**src/rtl/bus_arb_pkg.sv**
```systemverilog
// Shared types and width helpers for the HOLD/HLDA bus arbiter.
// Latency: none (declarations only).
// Backpressure: n/a.
package bus_arb_pkg;

    typedef enum logic [2:0] {
        ST_IDLE     = 3'd0,
        ST_HOLD_REQ = 3'd1,
        ST_GRANT    = 3'd2,
        ST_HANDOFF  = 3'd3,
        ST_RELEASE  = 3'd4
    } arb_state_e;

    // Width of a requester index. Never returns zero, so a 1-entry
    // configuration still gets a legal vector.
    function automatic int idx_w(input int n);
        return (n > 1) ? $clog2(n) : 1;
    endfunction

    // Tenure counter width: must hold values 0..max_t inclusive.
    function automatic int cnt_w(input int max_t);
        return (max_t > 0) ? $clog2(max_t + 1) : 1;
    endfunction

endpackage

```
**src/rtl/rr_pick.sv**
```systemverilog
// Combinational round-robin picker: first set request after 'last', wrapping.
// Latency: 0 cycles (pure combinational).
// Backpressure: none; vld_o low when no request is set.
//   req_i  : request vector
//   last_i : index of the previous winner (lowest priority this round)
//   vld_o  : some request is set
//   idx_o  : winning index, valid when vld_o
module rr_pick
    import bus_arb_pkg::*;
#(
    parameter  int NUM_REQ = 4,
    localparam int IW      = idx_w(NUM_REQ)
) (
    input  logic [NUM_REQ-1:0] req_i,
    input  logic [IW-1:0]      last_i,
    output logic               vld_o,
    output logic [IW-1:0]      idx_o
);

    // Walk from the farthest candidate (last itself) to the nearest
    // (last+1); later hits overwrite earlier ones, so last+1 ends up with
    // the highest priority and the previous winner with the lowest.
    always_comb begin
        vld_o = 1'b0;
        idx_o = '0;
        for (int k = NUM_REQ; k >= 1; k--) begin
            if (req_i[IW'((int'(last_i) + k) % NUM_REQ)]) begin
                vld_o = 1'b1;
                idx_o = IW'((int'(last_i) + k) % NUM_REQ);
            end
        end
    end

endmodule

```
**src/rtl/hold_bus_arbiter.sv**
```systemverilog
// Round-robin sharing of the 8088 bus among NUM_REQ masters via HOLD/HLDA.
// Latency: outputs are registered off the state register (one cycle behind state).
// Backpressure: grants wait for HLDA; owners keep the bus until they drop REQ (PREEMPT is advisory).
//   clk_i, rst_n_i : system clock, asynchronous active-low reset
//   req_i / hlda_i : level requests, CPU hold acknowledge
//   hold_o, gnt_o, owner_o, preempt_o, busy_o, err_o : registered status and grant outputs
module hold_bus_arbiter
    import bus_arb_pkg::*;
#(
    parameter  int NUM_REQ    = 4,
    parameter  int MAX_TENURE = 64,
    localparam int IW         = idx_w(NUM_REQ)
) (
    input  logic               clk_i,
    input  logic               rst_n_i,
    input  logic [NUM_REQ-1:0] req_i,
    input  logic               hlda_i,
    output logic               hold_o,
    output logic [NUM_REQ-1:0] gnt_o,
    output logic [IW-1:0]      owner_o,
    output logic               preempt_o,
    output logic               busy_o,
    output logic               err_o
);

    localparam int            CW      = cnt_w(MAX_TENURE);
    localparam logic [CW-1:0] TEN_MAX = CW'(MAX_TENURE);

    arb_state_e         state_q, state_d;
    logic [IW-1:0]      cur_q, cur_d;      // owner as seen by the FSM
    logic [IW-1:0]      last_q, last_d;    // round-robin pointer
    logic [CW-1:0]      ten_q, ten_d;
    logic               err_q, err_d;
    logic               hold_q, hold_d;
    logic [NUM_REQ-1:0] gnt_q, gnt_d;
    logic [IW-1:0]      owner_q, owner_d;
    logic               preempt_q, preempt_d;
    logic               busy_q, busy_d;

    logic               pick_vld;
    logic [IW-1:0]      pick_idx;
    logic [NUM_REQ-1:0] cur_oh;
    logic               others;

    rr_pick #(.NUM_REQ(NUM_REQ)) u_pick (
        .req_i  (req_i),
        .last_i (last_q),
        .vld_o  (pick_vld),
        .idx_o  (pick_idx)
    );

    assign cur_oh = NUM_REQ'(1) << cur_q;
    assign others = |(req_i & ~cur_oh);

    // Next-state logic.
    always_comb begin
        state_d = state_q;
        cur_d   = cur_q;
        last_d  = last_q;
        ten_d   = ten_q;
        err_d   = err_q;
        unique case (state_q)
            ST_IDLE: begin
                if ((|req_i) && !hlda_i) state_d = ST_HOLD_REQ;
            end
            ST_HOLD_REQ: begin
                if (hlda_i) begin
                    if (pick_vld) begin
                        state_d = ST_GRANT;
                        cur_d   = pick_idx;
                        last_d  = pick_idx;
                        ten_d   = '0;
                    end else begin
                        state_d = ST_RELEASE;
                    end
                end
            end
            ST_GRANT: begin
                if (!hlda_i) begin
                    // CPU took the bus back under an active grant.
                    err_d   = 1'b1;
                    state_d = ST_RELEASE;
                end else if (!req_i[cur_q]) begin
                    state_d = others ? ST_HANDOFF : ST_RELEASE;
                end else if (ten_q != TEN_MAX) begin
                    ten_d = ten_q + CW'(1);
                end
            end
            ST_HANDOFF: begin
                if (pick_vld) begin
                    state_d = ST_GRANT;
                    cur_d   = pick_idx;
                    last_d  = pick_idx;
                    ten_d   = '0;
                end else begin
                    state_d = ST_RELEASE;
                end
            end
            ST_RELEASE: begin
                if (!hlda_i) state_d = ST_IDLE;
            end
            default: state_d = ST_IDLE;
        endcase
    end

    // Output decode, registered below. GNT is additionally gated by the
    // live HLDA so a lost acknowledge removes the grant on the next edge.
    always_comb begin
        hold_d    = (state_q == ST_HOLD_REQ) || (state_q == ST_GRANT) ||
                    (state_q == ST_HANDOFF);
        gnt_d     = ((state_q == ST_GRANT) && hlda_i) ? cur_oh : '0;
        // PREEMPT latches once tenure is used up and stays until GNT drops.
        preempt_d = (MAX_TENURE > 0) && (state_q == ST_GRANT) && hlda_i &&
                    (preempt_q || ((ten_q == TEN_MAX) && others));
        busy_d    = (state_q != ST_IDLE);
        owner_d   = cur_q;
    end

    always_ff @(posedge clk_i or negedge rst_n_i) begin
        if (!rst_n_i) begin
            state_q   <= ST_IDLE;
            cur_q     <= '0;
            last_q    <= IW'(NUM_REQ - 1);
            ten_q     <= '0;
            err_q     <= 1'b0;
            hold_q    <= 1'b0;
            gnt_q     <= '0;
            owner_q   <= '0;
            preempt_q <= 1'b0;
            busy_q    <= 1'b0;
        end else begin
            state_q   <= state_d;
            cur_q     <= cur_d;
            last_q    <= last_d;
            ten_q     <= ten_d;
            err_q     <= err_d;
            hold_q    <= hold_d;
            gnt_q     <= gnt_d;
            owner_q   <= owner_d;
            preempt_q <= preempt_d;
            busy_q    <= busy_d;
        end
    end

    assign hold_o    = hold_q;
    assign gnt_o     = gnt_q;
    assign owner_o   = owner_q;
    assign preempt_o = preempt_q;
    assign busy_o    = busy_q;
    assign err_o     = err_q;

endmodule

```
**config.mk**
```make
export PLATFORM = sky130hd
export DESIGN_NAME = hold_bus_arbiter
export DESIGN_NICKNAME = d
export VERILOG_FILES = /design/src/rtl/bus_arb_pkg.sv /design/src/rtl/rr_pick.sv /design/src/rtl/hold_bus_arbiter.sv
export SDC_FILE = /design/constraint.sdc
export NUM_CORES = 1
export LEC_CHECK = 0
export ABC_AREA = 1
export CORE_MARGIN = 10
export CORE_UTILIZATION = 30
export DETAILED_ROUTE_END_ITERATION = 8
export GPL_TIMING_DRIVEN = 1
export PLACE_DENSITY = 0.57
export SLEW_MARGIN = 0
export SYNTH_ARGS = -nofsm -noshare
export SYNTH_HDL_FRONTEND = slang
export SYNTH_SLANG_ARGS = --single-unit
```
**constraint.sdc**
```tcl
create_clock -name clk_i -period 1.81 [get_ports clk_i]
set_input_delay 0.362 -clock clk_i [delete_from_list [all_inputs] [get_ports clk_i]]
set_output_delay 0.362 -clock clk_i [all_outputs]
set_load 0.005 [all_outputs]
```
Word level (Yosys, flattened, before mapping)
Cells that the tools add are included.
- ROM bits: 0
- memories kept: 0
- latch bits: 0
- register bits: 24
- bits in writable memories: 0
- order comparisons: 5
- shift operators: 1
- add/subtract/negate cells: 5
- mux-type cells: 43
- multiply operators: 0
- div/mod/pow operators: 0
- bitwise gates (word level): 3
- reduce and logical (&&, ||, !) cells: 18
- eq/ne operators: 13
- operators with widths (operator ; number):
    2-to-1 mux 7 bit ; 5
    2-to-1 mux 3 bit ; 7
    one-hot mux 7 bit (3 select lines) ; 1
    < comparator 2 x 4 -> 1 bit, second input constant ; 4
    2-to-1 mux 2 bit ; 8
    one-hot mux 3 bit (5 select lines) ; 1
    2-to-1 mux 1 bit ; 13
    != test 2 bit, second input constant ; 6
    binary-select mux 1 bit (select 2 bit) ; 5
    one-hot mux 2 bit (2 select lines) ; 2
    OR reduction 4 bit ; 2
    adder 7 x 1 -> 7 bit, second input constant ; 1
    == test 7 bit, second input constant ; 1
    != test 7 bit, second input constant ; 1
    == test 3 x 2 -> 1 bit, second input constant ; 2
    nonzero test 3 bit ; 2
    AND reduction 5 bit ; 1
    adder 2 x 1 -> 2 bit, second input constant ; 2
    adder 2 bit, second input constant ; 2
    bitwise AND 4 bit ; 1
    logical AND 1 bit ; 4
    2-to-1 mux 4 bit ; 1
    inverter 4 bit ; 1
    AND reduction 2 bit ; 2
    11 further kinds ; 13

Depth between registers and ports, before layout
Gate-level depths: netlist of the first run.
- word-level depth: 11
- depth in mapped cells: 11

By module
Synthesis of the first run repeated with hierarchy kept, for this count alone.
- cell total of the unflattened synthesis: 216
- area total of the unflattened synthesis: 1517.7 sq um
- by module, submodules not included (module ; cells each ; area each (sq um) ; sequential area each (sq um) ; times used):
    hold_bus_arbiter ; 165 ; 1271.2 ; 603.1 ; 1
    rr_pick ; 51 ; 246.5 ; 0.0 ; 1

Worst setup path after synthesis of the first run
No wires, ideal clock.
- path kind: register -> register
- from: register last_q[0]
- to: register cur_q[0]
- data required time: 1.692 ns
- slack: 0.482 ns
- data arrival time: 1.210 ns
- cell stages (with the launch flop): 11
- cells stage by stage: dfstp_2 > buf_2 > nand2_1 > o21ai_1 > nand2_1 > nand2_1 > nand2_1 > nand3_1 > nand2_1 > nand2_1 > nand2_1
- word-level cells in the longest chain between the ends: 11
- elaborated cells on any way between the ends: 27
- those cells by class: 4 x add/sub; 23 x mux
- RTL lines (element ; line ; text):
    from (decl) ; hold_bus_arbiter.sv:31 ; logic [IW-1:0] last_q, last_d;
    from (signal assigned) ; hold_bus_arbiter.sv:123 ; last_q <= IW'(NUM_REQ - 1);
    from (signal assigned) ; hold_bus_arbiter.sv:134 ; last_q <= last_d;
    adder 2 x 1 -> 2 bit ; rr_pick.sv:27, rr_pick.sv:29 ;
    binary-select mux 1 bit (select 2 bit) ; rr_pick.sv:27 ; if (req_i[IW'((int'(last_i) + k) % NUM_REQ)]) begin
    2-to-1 mux 1 bit (not written as such) (2 in series) ; rr_pick.sv:27 ;
    2-to-1 mux 2 bit or 2-to-1 mux 1 bit (tied branches) (4 in series) ; rr_pick.sv:27 ;
    2-to-1 mux 2 bit * ; hold_bus_arbiter.sv:68, hold_bus_arbiter.sv:90 ;
    2-to-1 mux 2 bit ; hold_bus_arbiter.sv:67 ; if (hlda_i) begin
    one-hot mux 2 bit (2 select lines) * ; hold_bus_arbiter.sv:62 ; unique case (state_q)
    to (signal assigned) ; hold_bus_arbiter.sv:133 ; cur_q <= cur_d;
    to (decl) ; hold_bus_arbiter.sv:30 ; logic [IW-1:0] cur_q, cur_d;
Every way passes the cells marked *; elsewhere a longest branch is shown, timed or not. The select of a mux whose other input is x is not followed.
A chain may end at the register's enable or synchronous reset.

Worst setup path after layout of the first run
- from: input req_i[2]
- to: register ten_q[1]
- word-level cells in the longest chain between the ends: 10
- elaborated cells on any way between the ends: 23
- those cells by class: 1 x eq/ne; 21 x mux; 1 x reduce/logical
- RTL lines (element ; line ; text):
    from (decl) ; hold_bus_arbiter.sv:16 ; input logic [NUM_REQ-1:0] req_i,
    binary-select mux 1 bit (select 2 bit) ; rr_pick.sv:27 ;
    2-to-1 mux 1 bit (not written as such) (2 in series) ; rr_pick.sv:27 ;
    2-to-1 mux 1 bit (4 in series) ; rr_pick.sv:27 ;
    2-to-1 mux 7 bit (2 in series) ; - ;
    one-hot mux 7 bit (3 select lines) ; - ;
    to (signal assigned) ; hold_bus_arbiter.sv:135 ; ten_q <= ten_d;
    to (decl) ; hold_bus_arbiter.sv:32 ; logic [CW-1:0] ten_q, ten_d;
Several ways; a longest one is shown, not always the timed one. The select of a mux whose other input is x is not followed.

==> results of run 1 <==
[path summary, 6_finish.rpt]
check / from / to
min in group clk_i: err_o / err_o
min: rst_n_i / ten_q[2]
max reg2reg: last_q[0] / cur_q[0]
min reg2reg: err_o / err_o
max: req_i[2] / ten_q[1]
max in group asynchronous: rst_n_i / last_q[1]
[Yosys cell counts (all sizes together)]
| master | count |
|---|---|
| a21oi | 1 |
| buf | 2 |
| bufinv | 1 |
| dfrtp | 22 |
| dfstp | 2 |
| ha | 2 |
| inv | 25 |
| nand2 | 99 |
| nand3 | 10 |
| nand3b | 3 |
| nand4 | 6 |
| nor2 | 23 |
| o21ai | 9 |
| or2 | 1 |
| xor2 | 2 |
[logic make-up after synthesis]
kind of cell	Yosys count	synth area share, %
flops	24	40.47
buf+inv	28	9.488
xor+xnor	2	1.176
fa+ha+maj	2	1.679
simple gates	142	42.57
compound gates	10	4.618
[through the flow]
step	hold WS [ns]	power [uW]	setup TNS (ns)
CTS	0.4597	2501	0
global route	0.5026	2723	0
detailed placement	0.4599	2110	-0.04070
global placement	0.4530	2112	-0.004471
finish	0.4509	2458	0
floorplan	0.06641	1789	0
[cell type report]
class                           instances  area share, %
Tap cell                               67          4.539
Multi-Input combinational cell        156          40.38
Timing Repair Buffer                   27          13.14
Sequential cell                        24          32.66
Clock buffer                            4          2.981
Inverter                               26          6.301
[metal layers]
metal / share of wire, % / track usage [%] / vias up / routed length, um
met2: 46 / 13.64 / 16 / 1423
met5: 0 / 0 / - / 0
met4: 2.1 / 3.979 / 0 / 66
met1: 49 / 9.648 / 583 / 1495
met3: 3.0 / 1.413 / 5 / 93
li1: - / - / 699 / -
[power by group through the flow]
stage / Clock, uW / Sequential [uW] / Combinational (uW)
after floorplan: 0 / 801 / 987
after global placement: 0 / 840 / 1270
after detailed placement: 0 / 840 / 1270
after CTS: 390 / 831 / 1280
after global routing: 404 / 861 / 1460
final: 370 / 832 / 1260
[sequential cells by signal, indices dropped and copies added (netlist names)]
name       count
hold_o         1
preempt_o      1
state_q        3
cur_q          2
owner_o        2
gnt_o          4
last_q         2
ten_q          7
busy_o         1
err_o          1
[critical path: cells and delay by family]
family	cells	cell delay, ns
compound gates	1	0.05
buf+inv	1	0.56
simple gates	8	0.73
[layout by cell type (no fill, tap or decap)]
cell type        netlist  routed
inv_6                  1       1
xor2_1                 2       2
nor2_1                21      21
nor2_2                 2       2
dfstp_2                2       2
o21ai_0                2       2
or2_2                  1       1
nand3b_1               2       2
bufinv_8               1       1
buf_4                  0      11
dfrtp_1               22      22
nand2_2                9       9
o21ai_2                5       5
nand3_1                9       9
inv_1                 22      22
clkbuf_8               0       4
o21ai_1                2       2
ha_1                   2       2
clkdlybuf4s50_1        0      16
nand3b_4               1       1
inv_2                  2       2
nand3_2                1       1
a21oi_1                1       1
nand2_1               88      88
nand4_1                6       6
nand2_4                2       2
==> results_dict.tcl, run 1 <==
set metrics [dict create \
    status "finished clean" \
    cts_tree "yes" \
    ctsResizeCount 0 \
    diodes 0 \
    fillers 500 \
    vdd_drop_max_v 0.0005786 \
    synthTopCellsByArea "dfrtp_1 (37%), nand2_1 (22%), inv_1 (5.5%)" \
    hold_path_class "primary input to async pin" \
    cp_slowest_cell "clkdlybuf4s50_1" \
    synthesis.area_um2 1490 \
    ys_warn_count 0 \
    regToRegSetupSlack_ns 0.36 \
    power.internal_uw 1383 \
    setup_slack_ns 0.2777 \
    grt_max_degree 25 \
    slowest_delay_ns 0.56 \
    insertion_delay_ns 0.27 \
    drt_iter0_markers 35 \
    power_frac_comb_pct 51.1 \
    syn_to_final_growth_pct 23.93 \
    power_leakage_uw 0.0009752 \
    ant_nets 0 \
    dpl_cell_area_um2 1792 \
    pin_count 17 \
    cts-root-buf "clkbuf_8" \
    cts_setup_buffers 0 \
    slew_viol_final 0 \
    syn_inst 208 \
    hold_viol 0 \
    clock-sinks 24 \
    clockPowerShare_pct 15.0 \
    portBuffers 16 \
    cp-end-kind "flip-flop" \
    regArea_um2 603.1 \
    gp_congestion 0.7912 \
    setup.worst_path.start_class "primary input" \
    period_needed_ns 1.532 \
    core_um2 4755 \
    drive_gt1_share_pct 17.72 \
    finClkSkew_ns 0.003918 \
    die_y_um 90.48 \
    crit_fanout 12 \
    drc 0 \
    rows 25 \
    yosys.area.top_type "dfrtp_1" \
    yosys.cell_types.count 25 \
    cp.arrival_ns 1.70 \
    antenna_found_initial 0 \
    reg2regPathDepth 11 \
    grt_pass1_vias 1300 \
    synth_seq_area_share_pct 40.47 \
    relSlewSlack_pct 79.07 \
    instances_no_fill 304 \
    grt_pass1_wl_mm 5.644 \
    crit_top_cell "nand2_1" \
    synth_nets 217 \
    multi_input_area_um2 745.7 \
    initial_core_util_pct 31.34 \
    syn_avg_cell_area_um2 7.164 \
    max-clock-path-buffers 2 \
    vias 1303 \
    die_x_um 90.48 \
    setup_viol 0 \
    worstPathCellList "clkdlybuf4s50_1 > nand2_1 > nand2_1 > nand2_1 > nand2_2 > nand2_2 > nand2_2 > nand3b_4 > nand2_1 > o21ai_2" \
    finalInstanceArea_um2 1847 \
    wire_per_inst_um 10.13 \
    numPlacedInstances 300 \
    grt_usage_pct 8.103 \
    ys_seq_elements 24 \
    dieArea_um2 8187 \
    maxCapViolations 0 \
    hold_buffers 0 \
    critical_path_required_ns 1.98 \
    seq_power_share_pct 33.8 \
    tightestPinTransition_ns 0.3140 \
    dpl_worst_slack_ns -0.02097 \
    synth_top_area_share_pct 36.94 \
    cts_buffers 3 \
    hpwlAfterDp_mm 2.400 \
    cts-htree-levels 1 \
    drt_pass1_iterations 4 \
    layout.nets 247 \
    postLayoutCoreUtil_pct 38.84 \
    fmax_mhz 652.6 \
    rsz0062_at_grt "no" \
    overflow 0 \
    wl_mm 3.079 \
    crit_type "primary input to flip-flop" \
    period_share_pct 84.66 \
    swShare_pct 43.73 \
    pwr_density_cell_nw_per_um2 1331 \
    cts.reportedPaths.clkPinSlew_ns 0.09 \
    switching_power_uw 1075 \
    post_drt_via_cell_ratio 4.286 \
]
No activity file was read; power rests on OpenSTA's default activity.
==> run 2: changes to the inputs <==
PLACE_DENSITY = 0.59   (was 0.57)
clock period = 1.35 ns   (was 1.81 ns; I/O delays follow)
==> run 2 against run 1 <==
  * The run now ends with setup timing left
  * Cell count grew 5.3%
  * Combinational power grew 74%
  * Wire length grew 5.7%
  * Largest cell class unchanged
  * Largest power group unchanged
==> results_dict.tcl, run 2 (same netlist as run 1, synthesis figures left out) <==
set metrics [dict create \
    cts_buffers 3 \
    seq_power_share_pct 29.4 \
    cts_tree "yes" \
    grt_usage_pct 8.029 \
    power.internal_uw 2090 \
    cts-root-buf "clkbuf_8" \
    layout_commonest_cell "nand2_1" \
    largest_reg_flops 7 \
    cp-end-kind "flip-flop" \
    swShare_pct 43.92 \
    fmax_mhz 712.3 \
    pin_count 17 \
    hold_buffers 0 \
    power_leakage_uw 0.001105 \
    crit_fanout 10 \
    clockPowerShare_pct 11.7 \
    setup_slack_ns -0.05388 \
    wl_mm 3.256 \
    ant_nets 0 \
    switching_power_uw 1637 \
    portBuffers 16 \
    gp_congestion 0.7808 \
    grt_pass1_vias 1317 \
    relSlewSlack_pct 83.25 \
    wire_per_inst_um 10.18 \
    hold_viol 0 \
    drive_gt1_share_pct 32.02 \
    rsz0062_at_grt "yes" \
    regMostFlops "ten_q" \
    vdd_drop_max_v 0.0006859 \
    cp.arrival_ns 1.56 \
    violations "setup timing" \
    overflow 0 \
    layout.nets 263 \
    drc 0 \
    clock-sinks 24 \
    final_cell_mix "nand2_1 (79), buf_4 (23), dfrtp_1 (19), nor2_1 (18), inv_1 (18)" \
    core_um2 4755 \
    setup.worst_path.start_class "flip-flop" \
    power_frac_comb_pct 58.9 \
    drt_iter0_markers 41 \
    cts.reportedPaths.clkPinSlew_ns 0.09 \
    pwr_density_cell_nw_per_um2 1806 \
    grt_pass1_wl_mm 5.699 \
    slew_viol_final 0 \
    insertion_delay_ns 0.27 \
    finClkSkew_ns 0.008654 \
    diodes 0 \
    die_y_um 90.48 \
    critical_path_required_ns 1.51 \
    post_drt_via_cell_ratio 4.325 \
    maxCapViolations 0 \
    drt_pass1_iterations 4 \
    hpwlAfterDp_mm 2.455 \
    hold_path_class "primary input to async pin" \
    dieArea_um2 8187 \
    p_total_uw 3726 \
    antenna_found_initial 0 \
    period_needed_ns 1.404 \
    rows 25 \
    tightestPinTransition_ns 0.2513 \
    cts-htree-levels 1 \
    vias 1384 \
    period_share_pct 104.0 \
    hold_ws_ns 0.3418 \
    syn_to_final_growth_pct 38.46 \
    initial_core_util_pct 31.34 \
    setup_viol 3 \
    die_x_um 90.48 \
    grt_max_degree 25 \
    postLayoutCoreUtil_pct 43.39 \
    crit_type "flip-flop to flip-flop" \
    max-clock-path-buffers 2 \
    status "finished, violations left" \
]
[run 2: changes by cell type in the layout (fill, tap and decap cells not counted), moves of 3 or more]
cell / before / now
buf_4: 11 / 23
clkdlybuf4s50_1: 16 / 2
dfrtp_1: 22 / 19
dfrtp_2: 0 / 3
dlygate4sd2_1: 0 / 14
inv_1: 22 / 18
inv_2: 2 / 6
nand2_1: 88 / 79
nand2_2: 9 / 17
nor2_1: 21 / 18
[run 2: worst paths after layout]
path	startpoint	end	slack [ns]	cells past startpoint
max	last_q[0]	cur_q[0]	-0.05	10
min	rst_n_i	ten_q[3]	0.34	2
max reg2reg	last_q[0]	cur_q[0]	-0.05	10
min reg2reg	cur_q[1]	owner_o[1]	0.46	0
max in group asynchronous	rst_n_i	last_q[1]	0.78	2
min in group clk_i	cur_q[1]	owner_o[1]	0.46	0
[run 2: power by group through the flow]
stage | Clock, uW | Sequential, uW | Combinational (uW)
2_1_floorplan | 0 | 1070 | 1320
3_3_place_gp | 0 | 1100 | 1950
3_5_place_dp | 0 | 1090 | 1970
4_1_cts | 447 | 1080 | 2060
5_1_grt | 481 | 1130 | 2500
6_report | 438 | 1090 | 2190
[run 2: cell type report]
| cell class | instances | area [um2] |
|---|---|---|
| Sequential cell | 24 | 606.8 |
| Tap cell | 67 | 83.83 |
| Clock buffer | 4 | 45.04 |
| Inverter | 26 | 118.9 |
| Fill cell | 505 | 2691 |
| Multi-Input combinational cell | 157 | 842.1 |
| Timing Repair Buffer | 42 | 366.6 |
[run 2: critical path, cell delays in order (launching register included)]
cell	delay [ns]
dfstp_2	0.58
buf_12	0.13
nand2_1	0.05
nand2_1	0.10
nand2_1	0.09
nand2_1	0.08
inv_2	0.03
nand3_1	0.07
nand2_1	0.06
nand2_2	0.06
nand2_1	0.05
[run 2: through the flow]
stage	TNS, ns	worst slack [ns]	instance area (um2)	cells
CTS	-0.1055	-0.03988	1966	316
detailed placement	-5.865	-0.4349	1892	310
global placement	-5.515	-0.4060	1892	310
global route	-1.266	-0.1465	2063	320
floorplan	0	0.02164	1490	208
finish	-0.09120	-0.05388	2063	320
[run 2: layer usage]
| layer | vias up | track usage [%] | share of wire, % |
|---|---|---|---|
| met2 | 22 | 12.56 | 46 |
| met1 | 624 | 10.35 | 49 |
| met3 | 7 | 1.330 | 3.1 |
| li1 | 731 | - | - |
| met4 | 0 | 3.979 | 2.3 |
| met5 | - | 0 | 0 |
[run 2: what timing repair did]
item / CTS / global route
resized for setup: 22 / 23
endpoints found under the setup margin: 24 / 14
pin swaps: 5 / 6
setup buffers: 1 / 4
gates cloned: 1 / 0
